[config.mk]
export PLATFORM = sky130hd
export DESIGN_NAME = rr_req_queue
export DESIGN_NICKNAME = d
export VERILOG_FILES = /design/src/rtl/rr_pkg.sv /design/src/rtl/req_fifo.sv /design/src/rtl/rr_req_queue.sv
export SDC_FILE = /design/constraint.sdc
export NUM_CORES = 1
export LEC_CHECK = 0
export ABC_AREA = 1
export BUFFER_PORTS_ARGS = -buffer_cell sky130_fd_sc_hd__buf_2
export CAP_MARGIN = 25
export CORE_MARGIN = 10
export CORE_UTILIZATION = 34
export CTS_CLUSTER_SIZE = 10
export DETAILED_ROUTE_END_ITERATION = 8
export MAX_ROUTING_LAYER = met4
export SYNTH_ARGS = -nofsm -noshare
export SYNTH_HDL_FRONTEND = slang
export SYNTH_SLANG_ARGS = --single-unit
[constraint.sdc]
create_clock -name clk -period 5.3 [get_ports clk]
set_input_delay 1.59 -clock clk [delete_from_list [all_inputs] [get_ports clk]]
set_output_delay 1.59 -clock clk [all_outputs]
set_load 0.02 [all_outputs]
[src/rtl/rr_pkg.sv]
// ============================================================================
// rr_pkg : constants and helpers shared by the round-robin arbiter blocks.
// Revision : 1.0
// ============================================================================
`default_nettype none

package rr_pkg;

  localparam int NUM_M  = 4;
  localparam int DW_DEF = 8;

  typedef logic [NUM_M-1:0] gnt_t;

  // True when exactly one bit of v is set.
  function automatic logic is_onehot4(input logic [3:0] v);
    return (v != 4'd0) && ((v & (v - 4'd1)) == 4'd0);
  endfunction

endpackage

`default_nettype wire

[src/rtl/req_fifo.sv]
// ============================================================================
// req_fifo : single-master synchronous FIFO with a sticky overflow flag.
// Revision : 1.0
// ============================================================================
`default_nettype none

module req_fifo #(
  parameter int DW    = 8,
  parameter int DEPTH = 4
) (
  input  logic          clk,
  input  logic          rst,
  input  logic          push,
  input  logic [DW-1:0] din,
  input  logic          pop,
  output logic [DW-1:0] dout,
  output logic          empty,
  output logic          full,
  output logic          ovf
);

  localparam int AW = $clog2(DEPTH);
  localparam logic [AW:0] c_ptr_one = (AW+1)'(1);

  logic [AW:0]   r_wr_ptr;
  logic [AW:0]   r_rd_ptr;
  logic          r_ovf;
  logic [DW-1:0] r_mem [DEPTH];

  logic w_do_pop;
  logic w_do_push;

  assign empty = (r_wr_ptr == r_rd_ptr);
  assign full  = (r_wr_ptr[AW] != r_rd_ptr[AW]) &&
                 (r_wr_ptr[AW-1:0] == r_rd_ptr[AW-1:0]);

  // A pop in the same cycle frees the slot, so a push on a full FIFO still lands.
  assign w_do_pop  = pop && !empty;
  assign w_do_push = push && (!full || w_do_pop);

  always_ff @(posedge clk or negedge rst) begin
    if (!rst) begin
      r_wr_ptr <= '0;
      r_rd_ptr <= '0;
      r_ovf    <= 1'b0;
    end else begin
      if (w_do_push) r_wr_ptr <= r_wr_ptr + c_ptr_one;
      if (w_do_pop)  r_rd_ptr <= r_rd_ptr + c_ptr_one;
      if (push && !w_do_push) r_ovf <= 1'b1;
    end
  end

  always_ff @(posedge clk) begin
    if (w_do_push) r_mem[r_wr_ptr[AW-1:0]] <= din;
  end

  assign dout = r_mem[r_rd_ptr[AW-1:0]];
  assign ovf  = r_ovf;

endmodule

`default_nettype wire

[src/rtl/rr_req_queue.sv]
// ============================================================================
// rr_req_queue : per-master request FIFOs feeding the round-robin arbiter,
//                with grant-selected head presented to the slave.
// Revision : 1.0
// ============================================================================
`default_nettype none

module rr_req_queue
  import rr_pkg::*;
#(
  parameter int DW    = DW_DEF,
  parameter int DEPTH = 4
) (
  input  logic                clk,
  input  logic                rst,
  input  logic [4:1]          Push,
  input  logic [4:1][DW-1:0]  Din,
  output logic [4:1]          Full,
  output logic [4:1]          Ovf,
  output logic [4:1]          Req,
  input  logic [3:0]          Gnt,
  output logic [DW-1:0]       Dout,
  output logic                Vld,
  input  logic                Rdy
);

  logic [4:1]    w_empty;
  logic [4:1]    w_full;
  logic [4:1]    w_ovf;
  logic [4:1]    w_pop;
  logic [DW-1:0] w_head [1:4];
  logic          w_sel_req;
  logic [DW-1:0] w_sel_head;

  for (genvar gi = 1; gi <= NUM_M; gi++) begin : g_fifo
    req_fifo #(
      .DW    (DW),
      .DEPTH (DEPTH)
    ) u_fifo (
      .clk   (clk),
      .rst   (rst),
      .push  (Push[gi]),
      .din   (Din[gi]),
      .pop   (w_pop[gi]),
      .dout  (w_head[gi]),
      .empty (w_empty[gi]),
      .full  (w_full[gi]),
      .ovf   (w_ovf[gi])
    );
  end

  assign Req  = ~w_empty;
  assign Full = w_full;
  assign Ovf  = w_ovf;

  // OR-mux over grant bits; only trusted when the grant is one-hot.
  always_comb begin
    w_sel_req  = 1'b0;
    w_sel_head = '0;
    for (int k = 0; k < NUM_M; k++) begin
      if (Gnt[k]) begin
        w_sel_req  = w_sel_req | ~w_empty[k+1];
        w_sel_head = w_sel_head | w_head[k+1];
      end
    end
  end

  assign Vld   = is_onehot4(Gnt) && w_sel_req;
  assign Dout  = Vld ? w_sel_head : '0;
  assign w_pop = Gnt & {NUM_M{Vld && Rdy}};

endmodule

`default_nettype wire

==> impl_metrics.yaml <==
place:
  place_area_sq_um: 7670
  finalWeightedCongestion: 0.744
  place_hpwl_microns: 11000
  io_buffers: 63
synthesis:
  synthesis.area_sq_um: 7190
  synth_edf_count: 128
  ys_seq_area_share_pct: 63.2
  synth_top_area_share_pct: 53.5
  synth_cell_type_count: 32
  synth.net_count: 676
  synth_top_area_cell: "edfxtp_1"
  ys_ff_latch: 156
  netlist_top_cells_count: "edfxtp_1, nand2_1, nor2_1"
  yosysMostFrequentCell: "edfxtp_1"
  synthesis.instances: 613
  async_flop_share_pct: 17.9
  syn_avg_cell_area_sq_um: 11.7
  synth-main-ff-cell: "edfxtp_1"
  synth_area_leaders: "edfxtp_1, dfrtp_1, nand2_1"
  yosys_warnings: 0
sta:
  rsz0062_at_grt: "no"
  setup_violations: 0
  worst_clock_skew_ps: 14.2
  finalSetupTns_ps: 0
  max_freq_ghz: 0.215
  relSlewSlack_pct: 50.3
  period_needed_ps: 4660
  slew_violations: 0
  worst_pin_slew_ps: 745
  hold_violations: 0
  finalCritPeriodShare_pct: 87.9
global_route:
  grtUsageMet3_pct: 3.72
  grt_max_degree: 29
  top_usage_layer: "met2"
  gr-usage-met1_pct: 14.6
  grt_pass1_wl_microns: 24400
  grt_pass1_vias: 4430
  antenna_found_initial: 3
  grt-ovfl-total: 0
  use_met2_pct: 19.5
  grt_usage_pct: 12.1
route:
  ant_nets: 0
  first_iter_violations: 213
  vias: 4377
  drc: 0
  first_pass_iters: 4
  wl_microns: 15600
  wl_per_cell_microns: 16.2
  vias_per_cell: 4.57
worst_setup_path:
  max_stage_delay_ps: 250
  critical_path_class: "primary input to output pin"
  path_buf_inv: 4
  worstPathRequired_ps: 3710
  critPathArrivalTime_ps: 3070
  worstPathMaxFanout: 12
  path_cells: "buf_2 -> or2_1 -> nand2_1 -> a22oi_4 -> inv_2 -> nor2_2 -> inv_2 -> a41oi_2 -> buf_2"
  cp_top_family: "buffers and inverters"
  cp-start-kind: "primary input"
  slowest_stage: "buf_2"
  endpoint_kind: "output pin"
clocking:
  clock_tree.htree_level_count: 4
  hold_buffers: 0
  cts_buffers: 17
  cts_resized: 0
  cts_tree: "done"
  insertion_delay_ps: 430
  path_clk_slew_ps: 60
  cts.sinks: 156
  post-cts-setup-buffers: 0
  cts_buffer_depth: 2
  root_buffer: "clkbuf_16"
power:
  vdd_ir_drop_max_uv: 305
  p_per_area_nw_per_um2: 576
  power_mw: 4.77
  leakagePower_nw: 3.17
finish:
  regArea_sq_um: 4540
  syn_to_final_growth_pct: 15.2
  nFillCells: 2001
  final_util_pct: 39.6
  design_area_sq_um: 8280
  multi_input_area_sq_um: 2260
  layout-drive-gt1-share_pct: 23.7
  final_nets: 731
die:
  die_area_sq_um: 27400
  io_pins: 64
  initial_utilization_pct: 34.4
  die_w_microns: 165
  row_count: 53
  coreArea_sq_um: 20900
  die_h_microns: 165
hold_path:
  min_path_type: "register to register"
outcome:
  status: "complete, no violations"
flow_run:
  maxCapViolations: 0
final timing paths:
path | from | end | slack, ps | cells after the start
setup / recovery | Gnt[2] | Dout[2] | 640 | 9
hold / removal | g_fifo[2].u_fifo.ovf | g_fifo[2].u_fifo.ovf | 470 | 1
setup reg to reg | g_fifo[1].u_fifo.r_rd_ptr[1] | g_fifo[3].u_fifo.r_mem[3][3] | 2660 | 12
hold reg to reg | g_fifo[2].u_fifo.ovf | g_fifo[2].u_fifo.ovf | 470 | 1
max in group asynchronous | rst | g_fifo[2].u_fifo.r_rd_ptr[0] | 3590 | 1
min in group asynchronous | rst | g_fifo[3].u_fifo.ovf | 1220 | 1
flip-flops by register name, indices dropped and copies added, names as in the netlist:
register / cells
g_fifo.u_fifo.ovf: 4
g_fifo.u_fifo.r_wr_ptr: 12
g_fifo.u_fifo.r_rd_ptr: 12
g_fifo.u_fifo.r_mem: 128
final cells by class:
| type | count | share of cell area [%] |
|---|---|---|
| Clock buffer | 18 | 5.18 |
| Inverter | 48 | 2.33 |
| Clock inverter | 13 | 2.10 |
| Sequential cell | 156 | 54.9 |
| Multi-Input combinational cell | 380 | 27.3 |
| Antenna cell | 3 | 0.0907 |
| Tap cell | 275 | 4.16 |
| Timing Repair Buffer | 65 | 3.99 |
logic make-up (layout without fill, tap and decap cells):
| family | count (synthesis) | count (layout) | share of synthesized area [%] |
|---|---|---|---|
| other | 0 | 3 | 0 |
| xor gates and xnor gates | 16 | 16 | 2.05 |
| and+or+nand+nor | 243 | 243 | 16.8 |
| AOI/OAI and AO/OA | 101 | 101 | 9.07 |
| adders and majority gates | 20 | 20 | 3.48 |
| buffers and inverters | 77 | 144 | 5.40 |
| DFF | 156 | 156 | 63.2 |
routing by layer:
layer	share of wire, %	vias up
met5	0	-
met4	0.75	0
met3	5.3	10
met2	49	84
met1	45	2059
li1	-	2224
through the flow:
step / hold WS (ps) / std cells / setup slack [ps]
after global routing: 489 / 958 / 488
after detailed placement: 457 / 924 / 652
after global placement: 455 / 924 / 697
final: 469 / 958 / 640
after floorplan: 444 / 613 / 746
after CTS: 474 / 955 / 650
where the power goes:
group	leakage, nW	internal [mW]	switching [mW]
clock network	0.287	0.780	0.476
logic	1.38	0.538	1.05
registers	1.50	1.66	0.262
total	3.17	2.97	1.79
placed cells by master, fill, tap and decap left out, types with 4 or more instances in the layout:
| cell type | synthesis | layout |
|---|---|---|
| nand2_4 | 8 | 8 |
| clkbuf_16 | 0 | 17 |
| o21ai_0 | 52 | 52 |
| nor2_2 | 17 | 17 |
| bufinv_16 | 0 | 4 |
| xnor2_1 | 7 | 7 |
| ha_1 | 20 | 20 |
| edfxtp_1 | 128 | 128 |
| nand3_1 | 28 | 28 |
| nand4_4 | 4 | 4 |
| dfrtp_1 | 28 | 28 |
| nand2_1 | 107 | 107 |
| a41oi_2 | 8 | 8 |
| nor2_1 | 57 | 57 |
| nand2_2 | 15 | 15 |
| inv_1 | 39 | 39 |
| o22ai_1 | 24 | 24 |
| o21bai_1 | 4 | 4 |
| nand3_2 | 4 | 4 |
| buf_2 | 6 | 63 |
| xor2_1 | 8 | 8 |
| a21oi_1 | 12 | 12 |
| inv_4 | 5 | 5 |
No activity file was read; power rests on OpenSTA's default activity.
